[src/rtl/audio_pkg.sv]
// Shared audio types and constants for the effect blocks: sample and gain
// types, full-scale sample limits and the echo controller state encoding.
package audio_pkg;

    localparam int AUDIO_DATA_WIDTH = 16;
    localparam int AUDIO_GAIN_WIDTH = 8;

    typedef logic signed [AUDIO_DATA_WIDTH-1:0] sample_t;
    typedef logic        [AUDIO_GAIN_WIDTH-1:0] gain_t;

    localparam sample_t SAMPLE_MAX = {1'b0, {(AUDIO_DATA_WIDTH-1){1'b1}}};
    localparam sample_t SAMPLE_MIN = {1'b1, {(AUDIO_DATA_WIDTH-1){1'b0}}};

    typedef enum logic [1:0] {
        IDLE = 2'd0,
        READ = 2'd1,
        MIX  = 2'd2,
        OUT  = 2'd3
    } echo_state_t;

endpackage

[src/rtl/echo_ctrl_if.sv]
// Sample-stream and delay-line RAM bundle of echo_ctrl. The slave modport is
// the controller's view; the master modport is the source, sink and RAM side.
interface echo_ctrl_if #(
    parameter int DATA_WIDTH = 16,
    parameter int ADDR_WIDTH = 12,
    parameter int GAIN_WIDTH = 8
);
    logic                         pi_in_valid;
    logic                         po_in_ready;
    logic signed [DATA_WIDTH-1:0] pi_in_data;
    logic        [ADDR_WIDTH-1:0] pi_delay;
    logic        [GAIN_WIDTH-1:0] pi_gain;

    logic                         po_out_valid;
    logic                         pi_out_ready;
    logic signed [DATA_WIDTH-1:0] po_out_data;

    logic                         po_ram_wr_en;
    logic        [ADDR_WIDTH-1:0] po_ram_wr_addr;
    logic signed [DATA_WIDTH-1:0] po_ram_wr_data;
    logic                         po_ram_rd_en;
    logic        [ADDR_WIDTH-1:0] po_ram_rd_addr;
    logic signed [DATA_WIDTH-1:0] pi_ram_rd_data;

    modport slave (
        input  pi_in_valid, pi_in_data, pi_delay, pi_gain, pi_out_ready, pi_ram_rd_data,
        output po_in_ready, po_out_valid, po_out_data,
               po_ram_wr_en, po_ram_wr_addr, po_ram_wr_data, po_ram_rd_en, po_ram_rd_addr
    );

    modport master (
        output pi_in_valid, pi_in_data, pi_delay, pi_gain, pi_out_ready, pi_ram_rd_data,
        input  po_in_ready, po_out_valid, po_out_data,
               po_ram_wr_en, po_ram_wr_addr, po_ram_wr_data, po_ram_rd_en, po_ram_rd_addr
    );

endinterface

[src/rtl/sat_mix.sv]
// Combinational wet/dry mixer: y = sat(x + ((d * g) >>> GAIN_WIDTH)).
// d is signed, g is unsigned Q0.GAIN_WIDTH; the shift floors toward -inf.
// wet_en = 0 drops the wet term so y = x. Reused by other effect blocks.
module sat_mix
    import audio_pkg::*;
#(
    parameter int DATA_WIDTH = AUDIO_DATA_WIDTH,
    parameter int GAIN_WIDTH = AUDIO_GAIN_WIDTH
) (
    input  logic signed [DATA_WIDTH-1:0] x,
    input  logic signed [DATA_WIDTH-1:0] d,
    input  logic        [GAIN_WIDTH-1:0] g,
    input  logic                         wet_en,
    output logic signed [DATA_WIDTH-1:0] y
);
    localparam int PROD_WIDTH = DATA_WIDTH + GAIN_WIDTH + 1;
    localparam logic signed [DATA_WIDTH-1:0] S_MAX = {1'b0, {(DATA_WIDTH-1){1'b1}}};
    localparam logic signed [DATA_WIDTH-1:0] S_MIN = {1'b1, {(DATA_WIDTH-1){1'b0}}};

    logic signed [PROD_WIDTH-1:0] prod;
    logic signed [DATA_WIDTH-1:0] wet;
    logic signed [DATA_WIDTH:0]   sum;

    // Scale the delayed sample, add the dry sample and clamp to full scale.
    always_comb begin
        // NOTE: every combinational output gets a value before any branch, so no latch can be inferred.
        y    = '0;
        // Gain gets a zero sign bit so the product is signed x unsigned.
        prod = PROD_WIDTH'(d) * PROD_WIDTH'($signed({1'b0, g}));
        // |d * g| >> GAIN_WIDTH is below 2^(DATA_WIDTH-1), so truncation is exact.
        wet  = wet_en ? DATA_WIDTH'(prod >>> GAIN_WIDTH) : '0;
        sum  = (DATA_WIDTH+1)'(x) + (DATA_WIDTH+1)'(wet);
        if (sum[DATA_WIDTH] != sum[DATA_WIDTH-1]) begin
            y = sum[DATA_WIDTH] ? S_MIN : S_MAX;
        end else begin
            y = sum[DATA_WIDTH-1:0];
        end
    end

endmodule

[src/rtl/echo_ctrl.sv]
// Echo delay-line controller. One sample per handshake; a circular buffer in
// an external RAM (1-cycle registered read) supplies the sample written
// pi_delay samples earlier, which sat_mix blends into the input.
// Build option: ECHO_FEEDBACK_EN stores the mixed output (recirculating echo);
// undefined stores the dry input (single feed-forward echo).
// MEM_DEPTH must be a power of two so the pointer arithmetic wraps naturally.
module echo_ctrl
    import audio_pkg::*;
#(
    parameter int DATA_WIDTH = 16,
    parameter int MEM_DEPTH  = 4096,
    parameter int ADDR_WIDTH = $clog2(MEM_DEPTH),
    parameter int GAIN_WIDTH = 8
) (
    input  logic        pi_clk,
    input  logic        pi_rst_n,
    echo_ctrl_if.slave  bus
);
    localparam logic [ADDR_WIDTH-1:0] FILL_MAX = ADDR_WIDTH'(MEM_DEPTH - 1);

    echo_state_t state;
    echo_state_t state_nxt;

    logic signed [DATA_WIDTH-1:0] x_q;
    logic        [ADDR_WIDTH-1:0] delay_q;
    logic        [GAIN_WIDTH-1:0] gain_q;
    logic        [ADDR_WIDTH-1:0] wr_ptr;
    logic        [ADDR_WIDTH-1:0] fill;
    logic signed [DATA_WIDTH-1:0] out_data;
    logic                         out_valid;

    logic                         in_ready;
    logic                         rd_en;
    logic                         wr_en;
    logic                         wet_en;
    logic signed [DATA_WIDTH-1:0] mix_y;

    // State register.
    always_ff @(posedge pi_clk or negedge pi_rst_n) begin
        if (!pi_rst_n) begin
            // NOTE: sequential state uses non-blocking assignments so every flop samples pre-edge values.
            state <= IDLE;
        end else begin
            state <= state_nxt;
        end
    end

    // Next-state decode plus handshake and RAM enables, all from the current state.
    always_comb begin
        state_nxt = state;
        in_ready  = 1'b0;
        rd_en     = 1'b0;
        wr_en     = 1'b0;
        case (state)
            IDLE: begin
                in_ready = pi_rst_n;
                if (bus.pi_in_valid && pi_rst_n) state_nxt = READ;
            end
            READ: begin
                rd_en     = 1'b1;
                state_nxt = MIX;
            end
            MIX: begin
                wr_en     = 1'b1;
                state_nxt = OUT;
            end
            OUT: begin
                if (out_valid && bus.pi_out_ready) state_nxt = IDLE;
            end
            default: state_nxt = IDLE;
        endcase
    end

    // Input capture, output register, write pointer and warm-up counter.
    always_ff @(posedge pi_clk or negedge pi_rst_n) begin
        if (!pi_rst_n) begin
            x_q       <= '0;
            delay_q   <= '0;
            gain_q    <= '0;
            wr_ptr    <= '0;
            fill      <= '0;
            out_data  <= '0;
            out_valid <= 1'b0;
        end else begin
            if (state == IDLE && bus.pi_in_valid) begin
                x_q     <= bus.pi_in_data;
                delay_q <= bus.pi_delay;
                gain_q  <= bus.pi_gain;
            end
            if (state == MIX) begin
                out_data  <= mix_y;
                out_valid <= 1'b1;
                if (fill != FILL_MAX) fill <= fill + ADDR_WIDTH'(1);
            end
            if (state == OUT && bus.pi_out_ready) begin
                out_valid <= 1'b0;
                wr_ptr    <= wr_ptr + ADDR_WIDTH'(1);
            end
        end
    end

    // NOTE: the sample RAM is never cleared by reset; fill tracks how much of it holds real history.
    // A zero delay, or a delay reaching past the written history, mixes in nothing.
    assign wet_en = (delay_q != '0) && (fill >= delay_q);

    sat_mix #(
        .DATA_WIDTH (DATA_WIDTH),
        .GAIN_WIDTH (GAIN_WIDTH)
    ) u_sat_mix (
        .x      (x_q),
        .d      (bus.pi_ram_rd_data),
        .g      (gain_q),
        .wet_en (wet_en),
        .y      (mix_y)
    );

    assign bus.po_in_ready    = in_ready;
    assign bus.po_out_valid   = out_valid;
    assign bus.po_out_data    = out_data;
    assign bus.po_ram_rd_en   = rd_en;
    assign bus.po_ram_rd_addr = wr_ptr - delay_q;
    assign bus.po_ram_wr_en   = wr_en;
    assign bus.po_ram_wr_addr = wr_ptr;
`ifdef ECHO_FEEDBACK_EN
    assign bus.po_ram_wr_data = mix_y;
`else
    assign bus.po_ram_wr_data = x_q;
`endif

endmodule

[src/flat_wrapper.sv]
// flat-port wrapper written by rule: the top's interface ports become plain ports
module echo_ctrl_flat import audio_pkg::*;
#(
    parameter int DATA_WIDTH = 16,
    parameter int MEM_DEPTH  = 4096,
    parameter int ADDR_WIDTH = $clog2(MEM_DEPTH),
    parameter int GAIN_WIDTH = 8
)
  (pi_clk, pi_rst_n, bus_pi_in_valid, bus_pi_in_data, bus_pi_delay, bus_pi_gain, bus_pi_out_ready, bus_pi_ram_rd_data, bus_po_in_ready, bus_po_out_valid, bus_po_out_data, bus_po_ram_wr_en, bus_po_ram_wr_addr, bus_po_ram_wr_data, bus_po_ram_rd_en, bus_po_ram_rd_addr);
  echo_ctrl_if #(.DATA_WIDTH(DATA_WIDTH), .ADDR_WIDTH(ADDR_WIDTH), .GAIN_WIDTH(GAIN_WIDTH)) bus_i ();
  input  logic pi_clk;
  input  logic pi_rst_n;
  input wire logic [$bits(bus_i.pi_in_valid)-1:0] bus_pi_in_valid;
  input wire logic [$bits(bus_i.pi_in_data)-1:0] bus_pi_in_data;
  input wire logic [$bits(bus_i.pi_delay)-1:0] bus_pi_delay;
  input wire logic [$bits(bus_i.pi_gain)-1:0] bus_pi_gain;
  input wire logic [$bits(bus_i.pi_out_ready)-1:0] bus_pi_out_ready;
  input wire logic [$bits(bus_i.pi_ram_rd_data)-1:0] bus_pi_ram_rd_data;
  output wire logic [$bits(bus_i.po_in_ready)-1:0] bus_po_in_ready;
  output wire logic [$bits(bus_i.po_out_valid)-1:0] bus_po_out_valid;
  output wire logic [$bits(bus_i.po_out_data)-1:0] bus_po_out_data;
  output wire logic [$bits(bus_i.po_ram_wr_en)-1:0] bus_po_ram_wr_en;
  output wire logic [$bits(bus_i.po_ram_wr_addr)-1:0] bus_po_ram_wr_addr;
  output wire logic [$bits(bus_i.po_ram_wr_data)-1:0] bus_po_ram_wr_data;
  output wire logic [$bits(bus_i.po_ram_rd_en)-1:0] bus_po_ram_rd_en;
  output wire logic [$bits(bus_i.po_ram_rd_addr)-1:0] bus_po_ram_rd_addr;
  assign bus_i.pi_in_valid = bus_pi_in_valid;
  assign bus_i.pi_in_data = bus_pi_in_data;
  assign bus_i.pi_delay = bus_pi_delay;
  assign bus_i.pi_gain = bus_pi_gain;
  assign bus_i.pi_out_ready = bus_pi_out_ready;
  assign bus_i.pi_ram_rd_data = bus_pi_ram_rd_data;
  assign bus_po_in_ready = bus_i.po_in_ready;
  assign bus_po_out_valid = bus_i.po_out_valid;
  assign bus_po_out_data = bus_i.po_out_data;
  assign bus_po_ram_wr_en = bus_i.po_ram_wr_en;
  assign bus_po_ram_wr_addr = bus_i.po_ram_wr_addr;
  assign bus_po_ram_wr_data = bus_i.po_ram_wr_data;
  assign bus_po_ram_rd_en = bus_i.po_ram_rd_en;
  assign bus_po_ram_rd_addr = bus_i.po_ram_rd_addr;
  echo_ctrl #(.DATA_WIDTH(DATA_WIDTH), .MEM_DEPTH(MEM_DEPTH), .ADDR_WIDTH(ADDR_WIDTH), .GAIN_WIDTH(GAIN_WIDTH)) u_core (.pi_clk(pi_clk), .pi_rst_n(pi_rst_n), .bus(bus_i));
endmodule
[config.mk]
export PLATFORM = sky130hd
export DESIGN_NAME = echo_ctrl_flat
export DESIGN_NICKNAME = d
export VERILOG_FILES = /design/src/rtl/audio_pkg.sv /design/src/rtl/echo_ctrl_if.sv /design/src/rtl/sat_mix.sv /design/src/rtl/echo_ctrl.sv /design/src/flat_wrapper.sv
export SDC_FILE = /design/constraint.sdc
export NUM_CORES = 1
export LEC_CHECK = 0
export ABC_AREA = 1
export BUFFER_PORTS_ARGS = -buffer_cell sky130_fd_sc_hd__buf_2
export CELL_PAD_IN_SITES_DETAIL_PLACEMENT = 1
export CELL_PAD_IN_SITES_GLOBAL_PLACEMENT = 1
export CORE_ASPECT_RATIO = 0.8
export CORE_MARGIN = 2
export CORE_UTILIZATION = 45
export CTS_CLUSTER_DIAMETER = 120
export CTS_CLUSTER_SIZE = 14
export DETAILED_ROUTE_END_ITERATION = 16
export GPL_TIMING_DRIVEN = 0
export PLACE_DENSITY = 0.94
export SETUP_SLACK_MARGIN = 0.1
export SLEW_MARGIN = 40
export SYNTH_ARGS = -nofsm -noshare
export SYNTH_HDL_FRONTEND = slang
export SYNTH_HIERARCHICAL = 1
export SYNTH_SLANG_ARGS = --single-unit
[constraint.sdc]
create_clock -name pi_clk -period 6.62 [get_ports pi_clk]
set_input_delay 0.662 -clock pi_clk [delete_from_list [all_inputs] [get_ports pi_clk]]
set_output_delay 0.662 -clock pi_clk [all_outputs]
set_load 0.005 [all_outputs]
; ---- After elaboration in Yosys (flattened, before gate mapping)
; Cells that the tools add are included.
[word_totals]
register_bits = 79
output_inout_bits = 60
elab_cells = 42
[classes]
n_reduce_logical = 10
n_mux = 11
multipliers = 1
addsub = 4
eq_ne = 7
order_cmp = 1
[op_table]
columns = operator, n
row1 = $mux W16, 3
row2 = $add A12 B1 Y12 const B, 2
row3 = $mul A16 B9 Y24, 1
row4 = $add A16 B16 Y17, 1
row5 = $ge A12 B12 Y1, 1
row6 = $ne A12 B12 Y1 const B, 1
row7 = $reduce_bool A12 Y1, 1
row8 = $sub A12 B12 Y12, 1
row9 = $pmux W2 S4, 1
row10 = $logic_and A1 B1 Y1, 5
row11 = $mux W1, 5
row12 = $eq A2 B2 Y1 const B, 2
row13 = $mux W2, 2
row14 = $ne A2 B1 Y1 const B, 2
row15 = $reduce_and A2 Y1, 2
row16 = $eq A2 B1 Y1 const B, 1
row17 = $logic_not A2 Y1, 1
row18 = $reduce_bool A2 Y1, 1
row19 = $ne A1 B1 Y1, 1

; ---- Logic depth before layout (Yosys ltp)
; Gate-level depths: netlist of run 1.
[depth]
depth_word = 6
mapped_depth = 39
ltp_nobuf = 36

; ---- By module
; Netlist of run 1, hierarchy kept.
[by_module_without_submodules]
columns = module, cells_each, instances, area_per_inst_um2
row1 = sat_mix, 885, 1, 5859.4
row2 = echo_ctrl, 499, 1, 4330.4

; ---- Worst setup path after synthesis of run 1
; Ideal clock, no wire load.
[synth_timing]
path_kind = input -> register
startpoint = input bus_pi_ram_rd_data[15]
endpoint = register u_core.out_data[5] (netlist: u_core/bus.po_out_data[5])
setup_time_ps = 66
cell_stages = 29
path_slack_ps = 775
path_buffers = 2
arrival_time_ps = 5780
required_time_ps = 6554
path_cell_list = clkbuf_1 > nand2_1 > fa_1 > fa_1 > inv_1 > fa_1 > inv_1 > fa_1 > inv_1 > ha_1 > inv_1 > o21ai_0 > a21oi_1 > nor2_1 > nor3_1 > nand3_1 > nand2_1 > nor2_1 > ha_1 > a21oi_1 > nand2_1 > a21oi_1 > nand2_1 > nand2_2 > nand4_2 > buf_6 > nand2_1 > nand2_1 > nand2_1
[synth_via]
elab_chain_cells = 5
[synth_rtl]
columns = item, line
row1 = from (decl), flat_wrapper.sv:18  ; input wire logic [$bits(bus_i.pi_ram_rd_data)-1:0] bus_pi_ram_rd_data;
row2 = $mul A16 B9 Y24 (*), sat_mix.sv:29  ; prod = PROD_WIDTH'(d) * PROD_WIDTH'($signed({1'b0, g}));
row3 = $mux W16 (*), sat_mix.sv:31  ; wet = wet_en ? DATA_WIDTH'(prod >>> GAIN_WIDTH) : '0;
row4 = $add A16 B16 Y17 (*), sat_mix.sv:32  ; sum = (DATA_WIDTH+1)'(x) + (DATA_WIDTH+1)'(wet);
row5 = $mux W16 or $ne A1 B1 Y1 (tied branches), "sat_mix.sv:34, sat_mix.sv:33"
row6 = $mux W16 (*), sat_mix.sv:33  ; if (sum[DATA_WIDTH] != sum[DATA_WIDTH-1]) begin
row7 = named net u_core.mix_y[5], echo_ctrl.sv:36  ; logic signed [DATA_WIDTH-1:0] mix_y;
row8 = to (signal assigned), echo_ctrl.sv:91  ; out_data <= mix_y;
row9 = to (decl), echo_ctrl.sv:29  ; logic signed [DATA_WIDTH-1:0] out_data;
; The timed path passes the listed nets; every way through them passes the cells marked *.
; A chain may end at the register's enable or synchronous reset.

; ---- Final worst setup path of run 1
[layout_timing]
startpoint = register u_core.gain_q[4]
endpoint = register u_core.out_data[11] (netlist: u_core/bus.po_out_data[11])
[layout_via]
elab_chain_cells = 5
[layout_rtl]
columns = item, line
row1 = from (decl), echo_ctrl.sv:26  ; logic [GAIN_WIDTH-1:0] gain_q;
row2 = from (signal assigned), echo_ctrl.sv:88  ; gain_q <= bus.pi_gain;
row3 = $mul A16 B9 Y24 (*), sat_mix.sv:29
row4 = $mux W16 (*), sat_mix.sv:31
row5 = $add A16 B16 Y17 (*), sat_mix.sv:32
row6 = $mux W16 or $ne A1 B1 Y1 (tied branches), "sat_mix.sv:34, sat_mix.sv:33"
row7 = $mux W16 (*), sat_mix.sv:33
row8 = named net u_core.mix_y[11], echo_ctrl.sv:36
; Marks and branches as above.

==> results.sh, run 1 <==
export IMPL_status="finished clean"
export IMPL_layout_setup_ws_ns=0.0422
export IMPL_antenna_found_initial=0
export IMPL_crit_path_end_kind="register"
export IMPL_final_core_util=0.523
export IMPL_cp_start_kind="register"
export IMPL_period_minus_slack_ns=6.58
export IMPL_die_x_um=172
export IMPL_gp_congestion=0.863
export IMPL_cp_depth=35
export IMPL_drt_total_wl_um=36100
export IMPL_grt_max_degree=59
export IMPL_path_delay_family="adder cells"
export IMPL_clk_pin_slew_ns=0.08
export IMPL_num_io_pins=116
export IMPL_layout_commonest_cell="nand2_1"
export IMPL_rows=49
export IMPL_dr_pass1_iters=5
export IMPL_start_util=0.455
export IMPL_ys_seq_elements=79
export IMPL_cts_tree="done"
export IMPL_numCtsBuffers=9
export IMPL_viasPerCell=5.47
export IMPL_htree_num_levels=3
export IMPL_grt_overflow=0
export IMPL_r2r_end="u_core/bus.po_out_data[11]"
export IMPL_cts_sinks=79
export IMPL_ys_types=39
export IMPL_path_max_fanout=10
export IMPL_synth_edff_count=0
export IMPL_cp_arrival_ns=6.82
export IMPL_setup_tns_ns=0
export IMPL_dp_hpwl_um=26000
export IMPL_synthFlopType="dfrtp_1"
export IMPL_cts_root_buf="clkbuf_16"
export IMPL_dpl_worst_slack_ns=-0.367
export IMPL_synth_nets=1630
export IMPL_period_share=0.994
export IMPL_postSynth_asyncResetShare=1.00
export IMPL_skew_ns=0.0220
export IMPL_hp_class="in -> async"
export IMPL_grt_pass1_wl_um=51800
export IMPL_wl_per_cell_um=19.9
export IMPL_ant_nets=0
export IMPL_setup_violations=0
export IMPL_numPortBuffers=101
export IMPL_nets=1751
export IMPL_relSlewSlack=0.573
export IMPL_core_um2=22400
export IMPL_worstMarginPinSlew_ns=0.637
export IMPL_clk_latency_ns=0.37
export IMPL_synth_seq_area_share=0.194
export IMPL_grt_pass1_vias=10494
export IMPL_crit_slowest_cell="fa_1"
export IMPL_layout_common_cells="nand2_1, inv_1, buf_2"
export IMPL_r2r_start="u_core/gain_q[4]"
export IMPL_synthTopCellsByArea="fa_1, dfrtp_1, nand2_1, inv_1, ha_1"
export IMPL_fp_dieH_um=139
export IMPL_drcViolationCount=0
export IMPL_hold_viol=0
export IMPL_cp_common_cell="nand2_1"
export IMPL_diodes=0
export IMPL_path_class="reg -> reg"
export IMPL_maxCapViolCount=0
export IMPL_cp_required_ns=6.86
export IMPL_synth_area_per_cell_um2=7.36
export IMPL_clk_path_buf_depth=2
export IMPL_synth_top_area_share=0.198
export IMPL_path_buf_inv=6
export IMPL_drt_iter0_drc=773
export IMPL_grtUsageTotal=0.277
export IMPL_syn_area_um2=10200
export IMPL_netlist_instances=1384
export IMPL_area_delta_synth_final_pct=14.8
export IMPL_yosysWarningCount=6
export IMPL_max_freq_mhz=152
export IMPL_cts_hold_buffers=0
export IMPL_critPathMaxStageDelay_ns=0.58
export IMPL_yosys_area_top_type="fa_1"
export IMPL_layout_drive_gt1_share=0.173
export IMPL_slew_viol_final=0
export IMPL_die_area_um2=23900
export IMPL_r2r_cells=35
export IMPL_r2r_setup_slack_ns=0.04
export IMPL_vias=9922
==> cell type report <==
class	instances	area, um^2
well taps	306	383
clock inverters	6	70.1
fillers	2883	10700
flip-flops and latches	79	1980
multi-input cells	961	7030
repair buffers	110	599
inverters	304	1150
clock buffers	9	225
plain buffers	40	270
==> worst reg2reg max path: cells and delay by family (launching register included) <==
family | cells | cell delay, ns
fa+ha+maj | 6 | 2.83
buf+inv | 6 | 0.70
simple gates | 23 | 2.58
flops | 1 | 0.35
==> synthesized netlist by cell type (5+ instances only) <==
library cell	count
a21o_1	5
inv_1	301
buf_2	5
nor3_1	11
nand2_1	408
ha_1	89
nand3_2	5
dfrtp_1	79
nor2_1	87
o21ai_0	19
nand4_1	9
clkbuf_1	30
nand2_2	20
mux2_2	25
xor2_1	21
fa_1	101
xnor2_1	19
a21oi_1	58
nand3_1	47
nor4_1	5
==> how the worst max path moves through the flow <==
stage,from,endpoint,slack [ns]
global route,u_core/gain_q[3],u_core/bus.po_out_data[11],-0.24
detailed placement,u_core/gain_q[4],u_core/bus.po_out_data[9],-0.37
CTS,u_core/gain_q[2],u_core/bus.po_out_data[13],0.10
floorplan,bus_pi_ram_rd_data[15],u_core/bus.po_out_data[5],0.77
finish,u_core/gain_q[4],u_core/bus.po_out_data[11],0.04
global placement,u_core/gain_q[5],u_core/bus.po_out_data[5],-0.09
==> cells by family after synthesis <==
family / count (synthesis) / share of synthesized area
fa+ha+maj: 190 / 0.308
flops: 79 / 0.194
buf+inv: 344 / 0.131
simple gates: 608 / 0.252
mux: 25 / 0.0276
xor+xnor: 40 / 0.0344
compound gates: 98 / 0.0532
==> stage by stage <==
step                hold slack [ns]  std cells  area, um^2
CTS                           0.157       1807       11400
finish                        0.148       1815       11700
global route                  0.164       1815       11700
detailed placement            0.456       1792       11100
floorplan                     0.366       1384       10200
global placement              0.450       1791       11100
==> state kept, by name, indices dropped and copies added (netlist names) <==
name                       cells
u_core/fill                   12
u_core/gain_q                  8
u_core/bus.po_ram_wr_data     16
u_core/bus.po_out_data        16
u_core/bus.po_ram_wr_addr     12
u_core/delay_q                12
u_core/bus.po_out_valid        1
u_core/state                   2
==> timing repair <==
| action | in CTS | in global routing |
|---|---|---|
| endpoints found under the hold margin | 0 | 0 |
| gates resized for setup | 23 | 84 |
| buffers inserted | 0 | 8 |
| setup endpoints to repair | 16 | 16 |
| pin swaps | 0 | 6 |
==> routing by layer <==
metal / share of wire / global-route usage / routed length (um)
met2: 0.49 / 0.480 / 17800
met4: 0.042 / 0.0862 / 1510
met3: 0.061 / 0.0377 / 2200
met5: 0 / 0 / 0
met1: 0.40 / 0.358 / 14600
Power of run 1 is left out: the tool's default activity adds up to more than one toggle a clock period on the data nets, which glitch-free logic cannot reach.
==> run 2, diff against run 1 <==
CAP_MARGIN = 20   (was unset)
CORE_MARGIN = 5   (was 2)
clock period = 6.3 ns   (was 6.62 ns; I/O delays follow)
==> run 2 against run 1 <==
The flow now finishes with violations (setup timing). Non-clock buffer count grew 34. Via count increased by 13%. Global-route usage about the same. Design area is 8.6% higher. Critical path depth shrank 1. Final cell count up 1.9%. Highest routed layer unchanged. Setup slack worse by 0.43 ns. Clock skew decreased by 0.0037 ns. Sequential cell count is the same. Clock-buffer cell count increased by 1. Routed wire length rose by 30%.
==> results.sh, run 2 (synthesized netlist as in run 1, its figures left out) <==
export IMPL_path_class="reg -> reg"
export IMPL_core_um2=22400
export IMPL_cts_sinks=79
export IMPL_seq_area_um2=1980
export IMPL_clk_latency_ns=0.37
export IMPL_slew_viol_final=0
export IMPL_cp_common_cell="nand2_1"
export IMPL_max_freq_mhz=149
export IMPL_setup_violations=16
export IMPL_grt_overflow=0
export IMPL_diodes=0
export IMPL_antenna_found_initial=0
export IMPL_drt_total_wl_um=47000
export IMPL_crit_slowest_cell="fa_1"
export IMPL_numPortBuffers=101
export IMPL_clk_path_buf_depth=2
export IMPL_setup_tns_ns=-4.84
export IMPL_grt_pass1_vias=10900
export IMPL_hold_viol=0
export IMPL_hp_class="in -> async"
export IMPL_cp_arrival_ns=6.94
export IMPL_clk_pin_slew_ns=0.08
export IMPL_die_area_um2=25800
export IMPL_crit_path_end_kind="register"
export IMPL_rows=49
export IMPL_drt_iter0_drc=1172
export IMPL_worstMarginPinSlew_ns=0.556
export IMPL_ant_nets=0
export IMPL_path_max_fanout=7
export IMPL_numCtsBuffers=9
export IMPL_cts_tree="done"
export IMPL_die_x_um=178
export IMPL_nets=1785
export IMPL_status="complete, but fails checks"
export IMPL_gp_congestion=0.889
export IMPL_period_share=1.06
export IMPL_area_delta_synth_final_pct=24.7
export IMPL_wl_per_cell_um=25.4
export IMPL_layout_common_cells="nand2_1, inv_1, buf_2"
export IMPL_path_delay_family="adder cells"
export IMPL_critPathMaxStageDelay_ns=0.58
export IMPL_dp_hpwl_um=26400
export IMPL_htree_num_levels=3
export IMPL_skew_ns=0.0183
export IMPL_grtUsageTotal=0.277
export IMPL_viasPerCell=6.04
export IMPL_multi_input_comb_area_um2=7560
export IMPL_cts_root_buf="clkbuf_16"
export IMPL_fp_dieH_um=145
export IMPL_period_minus_slack_ns=6.69
export IMPL_dr_pass1_iters=7
export IMPL_cp_required_ns=6.54
export IMPL_layout_drive_gt1_share=0.245
export IMPL_layout_commonest_cell="nand2_1"
export IMPL_grt_max_degree=60
export IMPL_fillers=2780
export IMPL_layout_setup_ws_ns=-0.392
export IMPL_start_util=0.455
export IMPL_num_io_pins=116
export IMPL_violations="setup timing"
export IMPL_path_buf_inv=8
export IMPL_maxCapViolCount=0
export IMPL_relSlewSlack=0.627
export IMPL_drcViolationCount=0
export IMPL_grt_pass1_wl_um=56300
export IMPL_vias=11166
export IMPL_cp_start_kind="register"
export IMPL_holdWs_ns=0.117
-- run 2: changes by cell type in the layout (fill, tap and decap cells not counted), moves of 10 or more --
cell     delta
a21oi_1    -11
buf_4      +26
ha_1       -16
ha_4       +15
nand2_1    -23
nand2_2    +10
nand2_4    +12
-- run 2: worst paths after layout --
| check | startpoint | to | slack, ns | depth (start not counted) |
|---|---|---|---|---|
| max | u_core/gain_q[2] | u_core/bus.po_out_data[6] | -0.39 | 34 |
| min | pi_rst_n | u_core/gain_q[0] | 0.12 | 1 |
| max reg2reg | u_core/gain_q[2] | u_core/bus.po_out_data[6] | -0.39 | 34 |
| min reg2reg | u_core/bus.po_out_data[2] | u_core/bus.po_out_data[2] | 0.47 | 2 |
| max in group asynchronous | pi_rst_n | u_core/bus.po_ram_wr_addr[4] | 5.56 | 2 |
| min in group pi_clk | u_core/bus.po_out_data[2] | u_core/bus.po_out_data[2] | 0.47 | 2 |
-- run 2: final cells by class --
| type | count | share of cell area |
|---|---|---|
| timing repair buffer | 144 | 0.0763 |
| multi-input combinational | 961 | 0.595 |
| tap | 306 | 0.0301 |
| clock inverter | 6 | 0.00729 |
| buffer | 40 | 0.0270 |
| sequential | 79 | 0.156 |
| inverter | 304 | 0.0902 |
| clock buffer | 10 | 0.0180 |
-- run 2: stage by stage --
step,setup WS (ns),utilization,instance area [um^2],std cells
after floorplan,0.487,-,10200,1384
after global placement,-0.420,0.495,11100,1791
after detailed placement,-0.618,0.497,11100,1792
after CTS,0.100,0.522,11700,1813
after global routing,-0.425,0.568,12700,1850
final,-0.392,0.568,12700,1850
-- run 2: metal layers --
metal  global-route usage  up-vias  share of wire
met4               0.0961        0          0.085
met2                0.490      856           0.47
met3               0.0531      382          0.088
li1                     -     4472              -
met1                0.341     5456           0.35
met5                    0        -              0
-- run 2: repair_timing --
item | CTS | global route
buffers inserted | 5 | 33
gates cloned | 0 | 4
hold buffers | 0 | 0
pin swaps | 7 | 76
endpoints found under the setup margin | 16 | 16
resized for setup | 67 | 176
Power of run 2 is left out for the same reason.
==> run 3, diff against run 2 <==
SKIP_CTS_REPAIR_TIMING = 1   (was unset)
==> run 3 against run 2 <==
The run still ends with setup timing left. First-iteration DRC count decreased by 9.6%. Hold slack improved by 0.0038 ns. Die area unchanged. Via count decreased by 5.8%. Clock skew increased by 0.0024 ns.
==> results.sh, run 3 (synthesized netlist as in run 1, its figures left out) <==
export IMPL_layout_commonest_cell="nand2_1"
export IMPL_path_delay_family="adder cells"
export IMPL_maxCapViolCount=0
export IMPL_stdcell_count=1834
export IMPL_die_area_um2=25800
export IMPL_drcViolationCount=0
export IMPL_numCtsBuffers=9
export IMPL_wl_per_cell_um=22.7
export IMPL_violations="setup timing"
export IMPL_clk_pin_slew_ns=0.09
export IMPL_setup_violations=15
export IMPL_path_buf_inv=6
export IMPL_dp_hpwl_um=26400
export IMPL_critPathMaxStageDelay_ns=0.56
export IMPL_placed_cells=1792
export IMPL_max_freq_mhz=152
export IMPL_cp_start_kind="input pin"
export IMPL_cts_sinks=79
export IMPL_gp_congestion=0.889
export IMPL_vias=10520
export IMPL_cts_root_buf="clkbuf_16"
export IMPL_nets=1769
export IMPL_crit_slowest_cell="fa_1"
export IMPL_path_class="in -> reg"
export IMPL_path_max_fanout=8
export IMPL_dpl_worst_slack_ns=-0.618
export IMPL_cts_tree="done"
export IMPL_status="complete, but fails checks"
export IMPL_cp_arrival_ns=6.80
export IMPL_skew_ns=0.0207
export IMPL_clk_latency_ns=0.36
export IMPL_grt_overflow=0
export IMPL_htree_num_levels=3
export IMPL_hold_viol=0
export IMPL_clk_path_buf_depth=2
export IMPL_layout_common_cells="nand2_1, inv_1, buf_2"
export IMPL_dr_pass1_iters=6
export IMPL_seq_area_um2=1980
export IMPL_period_minus_slack_ns=6.56
export IMPL_die_x_um=178
export IMPL_num_io_pins=116
export IMPL_final_core_util=0.549
export IMPL_drt_iter0_drc=1060
export IMPL_worstMarginPinSlew_ns=0.596
export IMPL_grt_pass1_wl_um=53100
export IMPL_layout_drive_gt1_share=0.222
export IMPL_numPortBuffers=101
export IMPL_area_delta_synth_final_pct=20.6
export IMPL_slew_viol_final=0
export IMPL_antenna_found_initial=0
export IMPL_cp_required_ns=6.53
export IMPL_fillers=2787
export IMPL_period_share=1.04
export IMPL_fp_dieH_um=145
export IMPL_relSlewSlack=0.602
export IMPL_grtUsageTotal=0.261
export IMPL_crit_path_end_kind="register"
export IMPL_drt_total_wl_um=41500
export IMPL_multi_input_comb_area_um2=7380
export IMPL_start_util=0.455
export IMPL_layout_setup_ws_ns=-0.263
export IMPL_rows=49
export IMPL_cp_common_cell="nand2_1"
export IMPL_ant_nets=0
export IMPL_core_um2=22400
export IMPL_grt_max_degree=60
export IMPL_viasPerCell=5.74
export IMPL_grt_pass1_vias=10461
export IMPL_diodes=0
export IMPL_hp_class="in -> async"
-- run 3: cell types whose count changed in the layout (fill, tap and decap cells not counted), moves of 3 or more --
cell	before	now
a21oi_1	38	42
a21oi_2	12	15
a21oi_4	9	2
buf_4	37	25
buf_6	2	8
buf_8	10	4
clkbuf_16	14	10
inv_1	293	296
inv_2	10	7
nand2_1	379	389
nand2_4	16	8
-- run 3: worst paths after layout --
check                                          start                         to  slack [ns]  cells after the start
max                           bus_pi_ram_rd_data[11]  u_core/bus.po_out_data[8]       -0.26                     31
min                                         pi_rst_n           u_core/gain_q[1]        0.12                      1
max reg2reg                         u_core/gain_q[7]  u_core/bus.po_out_data[8]       -0.16                     32
min reg2reg                u_core/bus.po_out_data[5]  u_core/bus.po_out_data[5]        0.47                      2
max in group asynchronous                   pi_rst_n             u_core/fill[1]        5.55                      2
min in group pi_clk        u_core/bus.po_out_data[5]  u_core/bus.po_out_data[5]        0.47                      2
-- run 3: per-layer routing --
metal  wire (um)  global-route usage
met1       15500               0.334
met2       20600               0.463
met3        3040              0.0395
met4        2410              0.0698
met5           0                   0
-- run 3: final cells by class --
cell class,instances,share of cell area
multi-input combinational,961,0.601
sequential,79,0.161
inverter,304,0.0933
timing repair buffer,128,0.0632
tap,306,0.0312
buffer,40,0.0245
clock buffer,10,0.0186
clock inverter,6,0.00753
-- run 3: per-stage QoR --
| step | TNS (ns) | hold slack, ns | cell area (um^2) |
|---|---|---|---|
| finish | -2.42 | 0.121 | 12300 |
| global route | -5.21 | 0.141 | 12300 |
| CTS | -10.51 | 0.130 | 11400 |
| detailed placement | -8.53 | 0.454 | 11100 |
| global placement | -5.84 | 0.450 | 11100 |
| floorplan | 0 | 0.334 | 10200 |
Power of run 3 is left out for the same reason.
